`src/rtl/rtc_bus_pkg.sv`:
```
// Shared types for the RTC bus controller: access FSM states, register indices
// and the V3023 register address map.
package rtc_bus_pkg;

    typedef enum logic [2:0] {
        ST_IDLE,
        ST_ADDR,
        ST_ADDR_REC,
        ST_DATA,
        ST_DATA_REC
    } bus_state_t;

    localparam int unsigned IDX_ANO      = 0;
    localparam int unsigned IDX_MES      = 1;
    localparam int unsigned IDX_DIA      = 2;
    localparam int unsigned IDX_HORAS    = 3;
    localparam int unsigned IDX_MINUTOS  = 4;
    localparam int unsigned IDX_SEGUNDOS = 5;
    localparam int unsigned IDX_HT       = 6;
    localparam int unsigned IDX_MT       = 7;
    localparam int unsigned IDX_ST       = 8;

    localparam int unsigned SWEEP_LEN = 9;

    function automatic logic [7:0] rtc_addr(input logic [3:0] idx);
        case (idx)
            4'd0:    rtc_addr = 8'h26;
            4'd1:    rtc_addr = 8'h25;
            4'd2:    rtc_addr = 8'h24;
            4'd3:    rtc_addr = 8'h23;
            4'd4:    rtc_addr = 8'h22;
            4'd5:    rtc_addr = 8'h21;
            4'd6:    rtc_addr = 8'h43;
            4'd7:    rtc_addr = 8'h42;
            4'd8:    rtc_addr = 8'h41;
            default: rtc_addr = 8'h00;
        endcase
    endfunction

endpackage

```
`src/rtl/rtc_bus_cycle.sv`:
```
// Single RTC bus access engine: address phase, recovery, data phase, recovery,
// each T_PHASE cycles long; back-to-back accesses chain without an idle gap.
module rtc_bus_cycle
    import rtc_bus_pkg::*;
#(
    parameter int unsigned T_PHASE = 5
) (
    input  logic       clk,
    input  logic       reset,
    input  logic       go,
    input  logic       dir,
    input  logic [7:0] addr,
    input  logic [7:0] wdata,
    input  logic [7:0] ad_in,
    output logic [7:0] ad_out,
    output logic       ad_oe,
    output logic       cs_n,
    output logic       rd_n,
    output logic       wr_n,
    output logic       a_d_n,
    output logic       ready,
    output logic       done,
    output logic [7:0] rdata
);

    localparam int unsigned PW = (T_PHASE > 1) ? $clog2(T_PHASE) : 1;
    localparam logic [PW-1:0] PH_LAST = PW'(T_PHASE - 1);

    bus_state_t    state;
    bus_state_t    state_nx;
    logic [PW-1:0] ph;
    logic          phase_last;
    logic [7:0]    addr_q;
    logic [7:0]    data_q;
    logic          dir_q;

    assign phase_last = (ph == PH_LAST);
    assign done       = (state == ST_DATA_REC) && phase_last;
    // Ready on the last recovery cycle too, so a follow-on access starts with no gap
    assign ready      = (state == ST_IDLE) || done;

    always_ff @(posedge clk) begin
        if (!reset) begin
            state  <= ST_IDLE;
            ph     <= '0;
            addr_q <= '0;
            data_q <= '0;
            dir_q  <= 1'b0;
            rdata  <= '0;
        end else begin
            state <= state_nx;
            if (state == ST_IDLE || phase_last)
                ph <= '0;
            else
                ph <= ph + 1'b1;
            if (go && ready) begin
                addr_q <= addr;
                data_q <= wdata;
                dir_q  <= dir;
            end
            if (state == ST_DATA && phase_last && !dir_q)
                rdata <= ad_in;
        end
    end

    always_comb begin
        state_nx = state;
        case (state)
            ST_IDLE:     if (go)         state_nx = ST_ADDR;
            ST_ADDR:     if (phase_last) state_nx = ST_ADDR_REC;
            ST_ADDR_REC: if (phase_last) state_nx = ST_DATA;
            ST_DATA:     if (phase_last) state_nx = ST_DATA_REC;
            ST_DATA_REC: if (phase_last) state_nx = go ? ST_ADDR : ST_IDLE;
            default:                     state_nx = ST_IDLE;
        endcase
    end

    always_comb begin
        cs_n   = 1'b1;
        rd_n   = 1'b1;
        wr_n   = 1'b1;
        a_d_n  = 1'b1;
        ad_oe  = 1'b0;
        ad_out = '0;
        case (state)
            ST_ADDR: begin
                cs_n   = 1'b0;
                a_d_n  = 1'b0;
                wr_n   = 1'b0;
                ad_oe  = 1'b1;
                ad_out = addr_q;
            end
            ST_ADDR_REC: begin
                cs_n   = 1'b0;
                ad_oe  = 1'b1;
                ad_out = addr_q;
            end
            ST_DATA: begin
                cs_n = 1'b0;
                if (dir_q) begin
                    wr_n   = 1'b0;
                    ad_oe  = 1'b1;
                    ad_out = data_q;
                end else begin
                    rd_n = 1'b0;
                end
            end
            default: ;
        endcase
    end

endmodule

```
`src/rtl/rtc_bus_controller.sv`:
```
// RTC bus master: captures single-register write requests from the port bank and
// periodically sweeps all nine time/timer registers back into the *le outputs.
module rtc_bus_controller
    import rtc_bus_pkg::*;
#(
    parameter int unsigned T_PHASE     = 5,
    parameter int unsigned READ_PERIOD = 10000000
) (
    input  logic       clk,
    input  logic       reset,
    input  logic [7:0] ano,
    input  logic [7:0] mes,
    input  logic [7:0] dia,
    input  logic [7:0] horas,
    input  logic [7:0] minutos,
    input  logic [7:0] segundos,
    input  logic [7:0] ht,
    input  logic [7:0] mt,
    input  logic [7:0] st,
    input  logic [8:0] Habilita,
    input  logic       start_wr,
    input  logic [7:0] ad_in,
    output logic [7:0] ad_out,
    output logic       ad_oe,
    output logic       cs_n,
    output logic       rd_n,
    output logic       wr_n,
    output logic       a_d_n,
    output logic [7:0] anole,
    output logic [7:0] mesle,
    output logic [7:0] diale,
    output logic [7:0] horasle,
    output logic [7:0] minutosle,
    output logic [7:0] segundosle,
    output logic [7:0] htle,
    output logic [7:0] mtle,
    output logic [7:0] stle,
    output logic       Listo_es
);

    localparam logic [31:0] PER_LAST = 32'(READ_PERIOD - 1);
    localparam logic [3:0]  IDX_LAST = 4'(SWEEP_LEN - 1);

    logic [7:0]  wr_bytes [SWEEP_LEN];
    logic [7:0]  le_q     [SWEEP_LEN];
    logic        pending;
    logic        sweep_active;
    logic        sweep_due;
    logic        sweep_start;
    logic [3:0]  cap_idx;
    logic [7:0]  cap_data;
    logic [3:0]  next_idx;
    logic [3:0]  cur_idx;
    logic        cur_wr;
    logic [31:0] per_cnt;
    logic [3:0]  sel_idx;
    logic [7:0]  sel_data;
    logic        sel_valid;
    logic        go;
    logic        go_wr;
    logic [3:0]  go_idx;
    logic        cyc_ready;
    logic        cyc_done;
    logic [7:0]  rdata;

    always_comb begin
        wr_bytes[IDX_ANO]      = ano;
        wr_bytes[IDX_MES]      = mes;
        wr_bytes[IDX_DIA]      = dia;
        wr_bytes[IDX_HORAS]    = horas;
        wr_bytes[IDX_MINUTOS]  = minutos;
        wr_bytes[IDX_SEGUNDOS] = segundos;
        wr_bytes[IDX_HT]       = ht;
        wr_bytes[IDX_MT]       = mt;
        wr_bytes[IDX_ST]       = st;
    end

    always_comb begin
        sel_idx  = '0;
        sel_data = '0;
        for (int unsigned i = 0; i < SWEEP_LEN; i++) begin
            if (Habilita[i]) begin
                sel_idx  = 4'(i);
                sel_data = wr_bytes[i];
            end
        end
    end

    assign sel_valid = $onehot(Habilita);

    // An in-flight sweep is never split; otherwise a pending write beats a due sweep
    always_comb begin
        go     = 1'b0;
        go_wr  = 1'b0;
        go_idx = next_idx;
        if (cyc_ready) begin
            if (sweep_active) begin
                go = 1'b1;
            end else if (pending) begin
                go     = 1'b1;
                go_wr  = 1'b1;
                go_idx = cap_idx;
            end else if (sweep_due) begin
                go     = 1'b1;
                go_idx = '0;
            end
        end
    end

    assign sweep_start = go && !go_wr && !sweep_active;

    always_ff @(posedge clk) begin
        if (!reset) begin
            pending      <= 1'b0;
            sweep_active <= 1'b0;
            sweep_due    <= 1'b0;
            cap_idx      <= '0;
            cap_data     <= '0;
            next_idx     <= '0;
            cur_idx      <= '0;
            cur_wr       <= 1'b0;
            per_cnt      <= '0;
            for (int unsigned i = 0; i < SWEEP_LEN; i++)
                le_q[i] <= '0;
        end else begin
            if (per_cnt == PER_LAST)
                per_cnt <= '0;
            else
                per_cnt <= per_cnt + 1'b1;

            if (per_cnt == PER_LAST)
                sweep_due <= 1'b1;
            else if (sweep_start)
                sweep_due <= 1'b0;

            if (start_wr && sel_valid) begin
                pending  <= 1'b1;
                cap_idx  <= sel_idx;
                cap_data <= sel_data;
            end else if (go && go_wr) begin
                pending <= 1'b0;
            end

            if (sweep_start) begin
                sweep_active <= 1'b1;
                next_idx     <= 4'd1;
            end else if (go && sweep_active) begin
                if (next_idx == IDX_LAST)
                    sweep_active <= 1'b0;
                else
                    next_idx <= next_idx + 4'd1;
            end

            if (go) begin
                cur_idx <= go_idx;
                cur_wr  <= go_wr;
            end

            if (cyc_done && !cur_wr)
                le_q[cur_idx] <= rdata;
        end
    end

    assign Listo_es = reset && cyc_ready && !cyc_done && !pending && !sweep_active && !sweep_due;

    assign anole      = le_q[IDX_ANO];
    assign mesle      = le_q[IDX_MES];
    assign diale      = le_q[IDX_DIA];
    assign horasle    = le_q[IDX_HORAS];
    assign minutosle  = le_q[IDX_MINUTOS];
    assign segundosle = le_q[IDX_SEGUNDOS];
    assign htle       = le_q[IDX_HT];
    assign mtle       = le_q[IDX_MT];
    assign stle       = le_q[IDX_ST];

    rtc_bus_cycle #(
        .T_PHASE(T_PHASE)
    ) u_cycle (
        .clk   (clk),
        .reset (reset),
        .go    (go),
        .dir   (go_wr),
        .addr  (rtc_addr(go_idx)),
        .wdata (cap_data),
        .ad_in (ad_in),
        .ad_out(ad_out),
        .ad_oe (ad_oe),
        .cs_n  (cs_n),
        .rd_n  (rd_n),
        .wr_n  (wr_n),
        .a_d_n (a_d_n),
        .ready (cyc_ready),
        .done  (cyc_done),
        .rdata (rdata)
    );

endmodule

```
`config.mk`:
```
export PLATFORM = sky130hd
export DESIGN_NAME = rtc_bus_controller
export DESIGN_NICKNAME = d
export VERILOG_FILES = /design/src/rtl/rtc_bus_pkg.sv /design/src/rtl/rtc_bus_cycle.sv /design/src/rtl/rtc_bus_controller.sv
export SDC_FILE = /design/constraint.sdc
export NUM_CORES = 1
export LEC_CHECK = 0
export ABC_AREA = 1
export CELL_PAD_IN_SITES_DETAIL_PLACEMENT = 1
export CELL_PAD_IN_SITES_GLOBAL_PLACEMENT = 2
export CORE_ASPECT_RATIO = 2
export CORE_UTILIZATION = 25
export CTS_BUF_LIST = sky130_fd_sc_hd__clkbuf_8
export DETAILED_ROUTE_END_ITERATION = 10
export PLACE_DENSITY_LB_ADDON = 0.15
export SKIP_LAST_GASP = 1
export SYNTH_ARGS = -nofsm -noshare
export SYNTH_HDL_FRONTEND = slang
export SYNTH_SLANG_ARGS = --single-unit
```
`constraint.sdc`:
```
create_clock -name clk -period 4.84 [get_ports clk]
set_input_delay 0.968 -clock clk [delete_from_list [all_inputs] [get_ports clk]]
set_output_delay 0.968 -clock clk [all_outputs]
set_load 0.005 [all_outputs]
```
Yosys cells after proc, flatten, opt, wreduce, memory -nomap -nowiden
Memories as Yosys holds them, arrays and structs flattened. A register that Yosys moved wholly into a read port is not among the register bits.
Index checks and enable logic that the tools add are counted.
- input bits: 92
- memory bits (read-only): 80
- memories: 2
- bits in writable memories: 72
- bits in latches: 0
- flip-flop bits (word level): 87
- memories (name ; depth ; width ; rd ports ; clocked after memory_dff ; wr ports ; RTL line ; source):
    (name not given) ; 16 ; 5 ; 1 ; 1 ; 0 ; rtc_bus_pkg.sv:26 ; case (idx)
    le_q ; 9 ; 8 ; 9 ; 0 ; 9 ; rtc_bus_controller.sv:45 ; logic [7:0] le_q [SWEEP_LEN];
- multiplexer cells: 61
- multiply operators: 0
- equality and inequality tests: 14
- order comparisons: 0
- div/mod/pow operators: 0
- shift operators: 0
- reduce and logical (&&, ||, !) cells: 40
- $add $sub $neg: 11
- bitwise operators: 2
- operators with widths (kind ; count):
    $mux W8 ; 11
    $mux W4 ; 12
    $add A32 B1 Y32 const B ; 1
    $eq A32 B24 Y1 const B ; 1
    $mux W1 ; 29
    $pmux W8 S2 ; 1
    $logic_and A1 B1 Y1 ; 15
    $mux W3 ; 5
    $pmux W3 S5 ; 1
    $add A1 B1 Y2 ; 4
    $logic_not A1 Y1 ; 8
    $ne A2 B1 Y1 const B ; 4
    $reduce_bool A2 Y1 ; 4
    $reduce_or A2 Y1 ; 4
    $reduce_or A8 Y1 ; 1
    $add A2 B2 Y3 ; 2
    $eq A3 B2 Y1 const B ; 2
    $eq A3 B3 Y1 const B ; 2
    $reduce_and A2 Y1 ; 3
    $reduce_and A5 Y1 ; 1
    $add A3 B3 Y4 ; 1
    $add A4 B1 Y4 ; 1
    $add A4 B1 Y4 const B ; 1
    $eq A4 B1 Y1 const B ; 1
    other kinds (9) ; 13

Depth between registers and ports, before layout
Gate-level depths: netlist of run 1.
- word-level depth: 9
- gate-level depth with buffers: 19
- mapped depth without buffers: 18

Modules after synthesis
Synthesis of run 1 repeated with hierarchy kept, for this count alone.
- cell total of the unflattened synthesis: 975
- area, all modules: 7798.7 um^2
- by module, submodules not included (module ; area each (um^2) ; instances ; sequential area each (um^2) ; cells an instance):
    rtc_bus_controller ; 6352.3 ; 1 ; 3283.1 ; 779
    rtc_bus_cycle ; 1446.4 ; 1 ; 620.6 ; 196

Least setup slack after synthesis of run 1
OpenSTA, ideal clock, no wires.
- path type: input-to-reg
- from: input Habilita[3]
- to: register cap_idx[0]
- path buffers: 2
- cell stages on the path: 16
- data arrival time: 4.223 ns
- setup slack: 0.489 ns
- path through: clkbuf_1 -> inv_1 -> fa_1 -> fa_1 -> fa_1 -> inv_1 -> fa_1 -> inv_1 -> fa_1 -> nand3_1 -> nor2_1 -> nand2_1 -> nor2_1 -> buf_2 -> a22oi_1 -> nor2_1
- word-level cells in the longest chain between the ends: 6
- elaborated cells between the ends (all ways): 12
- ends and longest elaborated chain (element ; RTL line ; source):
    start, declared ; rtc_bus_controller.sv:20 ; input logic [8:0] Habilita,
    $add A1 B1 Y2 (not written as such) / $mux W4 (equally long branches) ; rtc_bus_controller.sv:89, rtc_bus_controller.sv:82 ;
    $add A2 B2 Y3 (not written as such) / $mux W4 (equally long branches) ; rtc_bus_controller.sv:89, rtc_bus_controller.sv:82 ;
    $add A3 B3 Y4 (not written as such) / $mux W4 (equally long branches) ; rtc_bus_controller.sv:89, rtc_bus_controller.sv:82 ;
    $add A4 B1 Y4 (not written as such) / $mux W4 (equally long branches) ; rtc_bus_controller.sv:89, rtc_bus_controller.sv:82 ;
    $eq A4 B1 Y1 / $mux W4 (equally long branches) ; rtc_bus_controller.sv:89, rtc_bus_controller.sv:82 ;
    $logic_and A1 B1 Y1 / $mux W4 (equally long branches) ; rtc_bus_controller.sv:136, rtc_bus_controller.sv:82 ;
    end signal, assigned ; rtc_bus_controller.sv:138 ; cap_idx <= sel_idx;
    end, declared ; rtc_bus_controller.sv:50 ; logic [3:0] cap_idx;
Several ways; a longest one is shown, not always the timed one.
A chain may end at the register's enable or synchronous reset.

Final worst setup path of run 1
- from: input Habilita[0]
- to: register cap_data[5]
- word-level cells in the longest chain between the ends: 9
- elaborated cells between the ends (all ways): 15
- ends and longest elaborated chain (element ; RTL line ; source):
    branches (longest 9 deep; another with $add A3 B3 Y4) ; -- ;
    end signal, assigned ; rtc_bus_controller.sv:139 ; cap_data <= sel_data;
    end, declared ; rtc_bus_controller.sv:51 ; logic [7:0] cap_data;
Several ways; the timed one is not identified.

==> results of run 1 <==
stage by stage:
| step | utilization | instances | hold slack, ns | setup TNS [ns] |
|---|---|---|---|---|
| 6_report | 0.342 | 1484 | 0.453 | 0 |
| 4_1_cts | 0.342 | 1483 | 0.465 | 0 |
| 5_1_grt | 0.342 | 1484 | 0.486 | 0 |
| 2_1_floorplan | - | 913 | 0.417 | 0 |
| 3_5_place_dp | 0.328 | 1451 | 0.446 | -1.38 |
| 3_3_place_gp | 0.328 | 1451 | 0.440 | -0.640 |
flip-flops by register name, indices dropped and copies added, names as in the netlist:
name            cells
sweep_due           1
next_idx            4
cur_idx             4
cap_data            8
le_q               72
u_cycle.rdata       8
per_cnt            32
u_cycle.addr_q      5
u_cycle.ph          3
u_cycle.data_q      8
pending             1
cap_idx             4
cur_wr              1
sweep_active        1
u_cycle.state       3
report_power, final:
part           leakage, nW  internal [mW]  total [mW]  switching (mW)
Combinational         2.20          0.322       0.771           0.449
Sequential            1.42           1.48        1.56          0.0858
Clock                0.213          0.449        1.06           0.614
Total                 3.83           2.25        3.40            1.15
worst register-to-register path: stages, from the launching register on:
cell and delay [ns]:
dfxtp_1 0.34, inv_1 0.06, ha_1 0.16, nand2_2 0.10, a21oi_2 0.17, buf_4 0.23
nand3_4 0.14, o21ai_4 0.23, inv_1 0.10, ha_1 0.30, inv_1 0.06, nand2_1 0.04
nand2_1 0.05, nor2_1 0.04, nor2_1 0.08, nor2_1 0.04
layout by cell type, fill, tap and decap left out, types with 9 or more instances in the layout:
cell type	n
nor2_1	181
clkdlybuf4s50_1	177
nand2_1	152
inv_1	83
dfxtp_1	83
edfxtp_1	72
a21oi_1	67
nand3_1	48
o21ai_0	38
nor3_1	19
clkbuf_8	17
buf_4	15
nand4_1	14
clkinv_1	11
o21ai_1	10
inv_2	10
nand2_2	10
ha_1	10
a22oi_1	9
nand2_4	9
worst paths after layout:
kind	from	cells after the start	endpoint	slack, ns
min	u_cycle.ph[0]	1	u_cycle.ph[0]	0.45
max	Habilita[0]	17	cap_data[5]	0.35
max reg2reg	u_cycle.ph[0]	15	u_cycle.addr_q[0]	2.62
min reg2reg	u_cycle.ph[0]	1	u_cycle.ph[0]	0.45
final cells by class:
class,count,share of cell area
Inverter,104,0.0380
Sequential cell,155,0.372
Clock buffer,17,0.0228
Tap cell,368,0.0448
Timing Repair Buffer,192,0.183
Antenna cell,1,0.000243
Clock inverter,15,0.0186
Multi-Input combinational cell,632,0.320
routing by layer:
metal  GRT usage  vias to the layer above
li1            -                     3397
met1       0.141                     3221
met2       0.375                      149
met3      0.0322                       29
met4      0.0659                        0
met5           0                        -
logic make-up (layout without fill, tap and decap cells):
logic type / count (synthesis) / in the layout
AO/OA/AOI/OAI: 132 / 132
XOR/XNOR: 10 / 10
adder cells (fa/ha/maj): 15 / 15
buffers and inverters: 126 / 328
flip-flops: 155 / 155
other: 0 / 1
AND/OR/NAND/NOR: 475 / 475
==> impl_metrics.ini, run 1 <==
[finish]
final_area_mm2 = 0.0103
area_growth_pct = 34.9
multi_input_area_mm2 = 0.00329
final_net_count = 1209
n_fill_cell = 3536
ff_latch_area_mm2 = 0.00382
drive_gt1_frac = 0.0924

[routing]
ant_nets = 0
highest_layer = met4
route.met2.wl_um = 15900
firstDrtPassIters = 8
viasPerCell = 4.58
drt-wirelength-per-cell_um = 17.3
drt-met1-wl_um = 8270
drc_errors = 10
wl_met3_um = 799
vias = 6796
wirelength_um = 25700
first_iter_violations = 227

[global_route]
grt_start_max_net_pins = 42
grt_usage = 0.172
antenna_found_initial = 1
grt_overflow = 0
grt_pass1_wl_um = 40200
grt_pass1_vias = 7364

[sta]
fmaxAchievable_mhz = 223
min_period_ns = 4.49
max_slew_margin = 0.553
fin_skew_ns = 0.0167
finalCritPeriodShare = 0.928
layout_setup_ws_ns = 0.348
slew_viol_final = 0
tightestPinTransition_ns = 0.664
setup_violations = 0
hold_viol = 0
rsz0062_at_grt = no

[synthesis]
synthMuxAreaShare = 0
synth_async_sr_flop_share = 0
synthAdderAreaFrac = 0.0296
synth_top_family_by_area = simple AND/OR/NAND/NOR gates
netlist.area_leader.share = 0.284
yosysSeqAreaShare = 0.502
synth_area_leaders = edfxtp_1 (28%), dfxtp_1 (22%), nor2_1 (8.9%)
synth-edff-count = 72
synth_fp_nets = 1020
synth_top_area_cell = edfxtp_1
synth_common_cells = nor2_1 (181), nand2_1 (152), dfxtp_1 (83), inv_1 (83), edfxtp_1 (72)
yosys.area_share.simple = 0.296
synth_cell_types = 43
post-synth-top-count-cell = nor2_1
synth-xor-area-share = 0.0115
syn_area_mm2 = 0.00762
yosysWarnings = 0
postSynthCellCount = 913
ys_seq_elements = 155
synth_area_per_cell_um2 = 8.34
synth_compound_area_frac = 0.0948
synth_flop_cell = dfxtp_1

[cts]
cts_tree = yes
post-cts-setup-buffers = 0
hold_buffers = 0
clock_sinks = 155
cts.path.max_buffers = 2
root_buffer = clkbuf_8
h-tree-depth = 4
clk_latency_ns = 0.49
cts_resized = 0
clk_pin_slew_worst_paths_ns = 0.10
numCtsBuffers = 17

[outcome]
status = finished with violations
violations = design-rule violations

[worst_hold_path]
hold_path_class = register to register

[worst_setup_path]
cpPeakStageDelay_ns = 0.62
critPathKind = primary input to register
start_kind = primary input
slowest_stage = fa_1
cpLargestDelayFamily = adder cells
arrival_ns = 4.88
required_ns = 5.23
path_cells = clkdlybuf4s50_1 > inv_1 > fa_1 > fa_1 > fa_1 > inv_1 > fa_1 > inv_1 > fa_1 > nand3_1 > nor2_1 > nand2_1 > inv_1 > o21ai_0 > nor2_1 > nand2_1 > inv_1
cp_num_buf_inv = 6
cp_max_fo = 8
end_kind = register

[placement]
gp_congestion = 0.781
placement.io_buffers = 177
hpwl_um = 20800
dpl_worst_slack_ns = -0.184
dpl_cell_area_mm2 = 0.00985

[floorplan]
die_h_um = 249
start_util = 0.253
die_area_mm2 = 0.0312
coreArea_mm2 = 0.0301
die_w_um = 125
ioPinCount = 178
rows = 90

[power_and_ir_drop]
power.density_mw_per_mm2 = 330
leakagePower_nw = 3.83
vdd_drop_max_mv = 0.210
power_mw = 3.40

[job]
drv_cap = 0
Note: power is estimated with default switching activity, not from simulation.
==> inputs of run 2 (changes only) <==
Settings changed: CORE_ASPECT_RATIO 2 to 1.4, CORE_MARGIN set to 2.
==> run 2 against run 1 <==
Effect of this change:
- the flow now finishes without violations
- global-route usage fell by 0.44 points
- clock-buffer cell count did not move
- non-clock buffer count rose by 1
- largest power group unchanged
- routed wire length fell by 0.93%
- cell count rose by 1.2%
- sequential power barely moved
- die area rose by 2.2%
==> impl_metrics.ini, run 2 (synthesis results as in run 1) <==
[routing]
ant_nets = 0
wirelength_um = 25500
vias = 6710
drt-wirelength-per-cell_um = 17.0
firstDrtPassIters = 4
first_iter_violations = 184
viasPerCell = 4.47
drc_errors = 0

[cts]
cts_resized = 0
cts.path.max_buffers = 2
root_buffer = clkbuf_8
clk_latency_ns = 0.49
numCtsBuffers = 17
post-cts-setup-buffers = 0
h-tree-depth = 4
cts_tree = yes
clk_pin_slew_worst_paths_ns = 0.08
clock_sinks = 155
hold_buffers = 0

[finish]
ff_latch_area_mm2 = 0.00382
final_net_count = 1210
multi_input_area_mm2 = 0.00329
largest_reg_flops = 72
largest_registers = le_q x72, per_cnt x32
area_growth_pct = 34.5
final_area_mm2 = 0.0102
largest-register = le_q
final_common_cell = nor2_1
n_fill_cell = 3580
drive_gt1_frac = 0.0923
final_cell_mix = nor2_1 (181), clkdlybuf4s50_1 (176), nand2_1 (152), inv_1 (84), dfxtp_1 (83)

[power_and_ir_drop]
p_comb_frac = 0.233
vdd_drop_max_mv = 0.128
switching_share = 0.326
power.density_mw_per_mm2 = 319
seq_power_share = 0.480
p_int_mw = 2.20
power_mw = 3.26
power.switching_mw = 1.06
leakagePower_nw = 3.81
clkPwrFrac = 0.287

[sta]
rsz0062_at_grt = no
tightestPinTransition_ns = 0.760
setup_violations = 0
min_period_ns = 4.49
fin_skew_ns = 0.0144
slew_viol_final = 0
layout_setup_ws_ns = 0.351
max_slew_margin = 0.491
whs_ns = 0.456
fmaxAchievable_mhz = 223
finalCritPeriodShare = 0.928
hold_viol = 0

[floorplan]
rows = 75
coreArea_mm2 = 0.0300
die_w_um = 152
ioPinCount = 178
die_h_um = 211
die_area_mm2 = 0.0319
start_util = 0.254

[worst_setup_path]
r2r_cells = 14
crit_start = Habilita[1]
arrival_ns = 4.89
end_kind = register
endpoint = cap_data[0]
required_ns = 5.24
cpPeakStageDelay_ns = 0.57
cpMostUsedCell = fa_1
slowest_stage = clkdlybuf4s50_1
start_kind = primary input
timing.rr.start = u_cycle.ph[0]
path_cells = clkdlybuf4s50_1 > inv_1 > fa_1 > fa_1 > fa_1 > inv_1 > fa_1 > inv_1 > fa_1 > nand3_1 > nor2_1 > nand2_1 > nor2_1 > inv_1 > nor2_1 > nand2_1 > a21oi_1
rr_endpoint = u_cycle.addr_q[0]
cp_max_fo = 5
critPathKind = primary input to register
r2r_setup_slack_ns = 2.23

[placement]
dpl_worst_slack_ns = -0.200
placement.io_buffers = 177
hpwl_um = 20200
gp_congestion = 0.791
dpl_cell_area_mm2 = 0.00989

[global_route]
grt_pass1_vias = 7161
grt_overflow = 0
grt_usage = 0.167
grt_pass1_wl_um = 39800
grt_start_max_net_pins = 42
antenna_found_initial = 2

[worst_hold_path]
hold_path_class = register to register

[outcome]
status = completed

[job]
drv_cap = 0
## run 2: changes by cell type in the layout (fill, tap and decap cells not counted), sizes merged
cell / previous run / this run
inv: 103 / 97
clkinv: 14 / 19
buf: 15 / 17
clkdlybuf4s50: 177 / 176
clkinvlp: 1 / 2
## run 2: metal layers
layer  track usage  wire length, um
met1         0.162             9140
met2         0.334            14700
met3        0.0459             1280
met4        0.0498              338
met5             0               13
## run 2: worst min-delay path by stage
| stage | start | to | slack, ns | cells after the start |
|---|---|---|---|---|
| after floorplan | u_cycle.ph[0] | u_cycle.ph[0] | 0.42 | 1 |
| after global placement | u_cycle.ph[0] | u_cycle.ph[0] | 0.43 | 1 |
| after detailed placement | u_cycle.ph[0] | u_cycle.ph[0] | 0.44 | 1 |
| after CTS | u_cycle.ph[0] | u_cycle.ph[0] | 0.46 | 1 |
| after global routing | u_cycle.ph[0] | u_cycle.ph[0] | 0.48 | 1 |
| final | u_cycle.ph[0] | u_cycle.ph[0] | 0.46 | 1 |
## run 2: stage by stage
stage	instances	util	TNS [ns]
CTS	1501	0.341	0
floorplan	913	-	0
global route	1502	0.341	0
detailed placement	1469	0.329	-1.97
global placement	1469	0.329	-1.39
finish	1502	0.341	0
## run 2: layout make-up
| cell class | count | area share |
|---|---|---|
| sequential | 155 | 0.373 |
| clock buffer | 17 | 0.0228 |
| antenna | 1 | 0.000244 |
| multi-input combinational | 632 | 0.321 |
| timing repair buffer | 193 | 0.185 |
| tap | 385 | 0.0470 |
| clock inverter | 15 | 0.0122 |
| inverter | 104 | 0.0381 |
## run 2: critical path, delay by kind of cell
kind / cells / cell delay (ns)
fa+ha+maj: 5 / 2.06
buf+inv: 5 / 0.91
simple gates: 6 / 0.83
compound gates: 1 / 0.11
## run 2: power by group through the flow
| stage | sequential [mW] | combinational, mW | clock, mW |
|---|---|---|---|
| after floorplan | 1.57 | 0.475 | 0 |
| after global placement | 1.60 | 0.776 | 0 |
| after detailed placement | 1.60 | 0.782 | 0 |
| after CTS | 1.57 | 0.785 | 0.968 |
| after global routing | 1.58 | 0.865 | 1.02 |
| final | 1.57 | 0.761 | 0.937 |
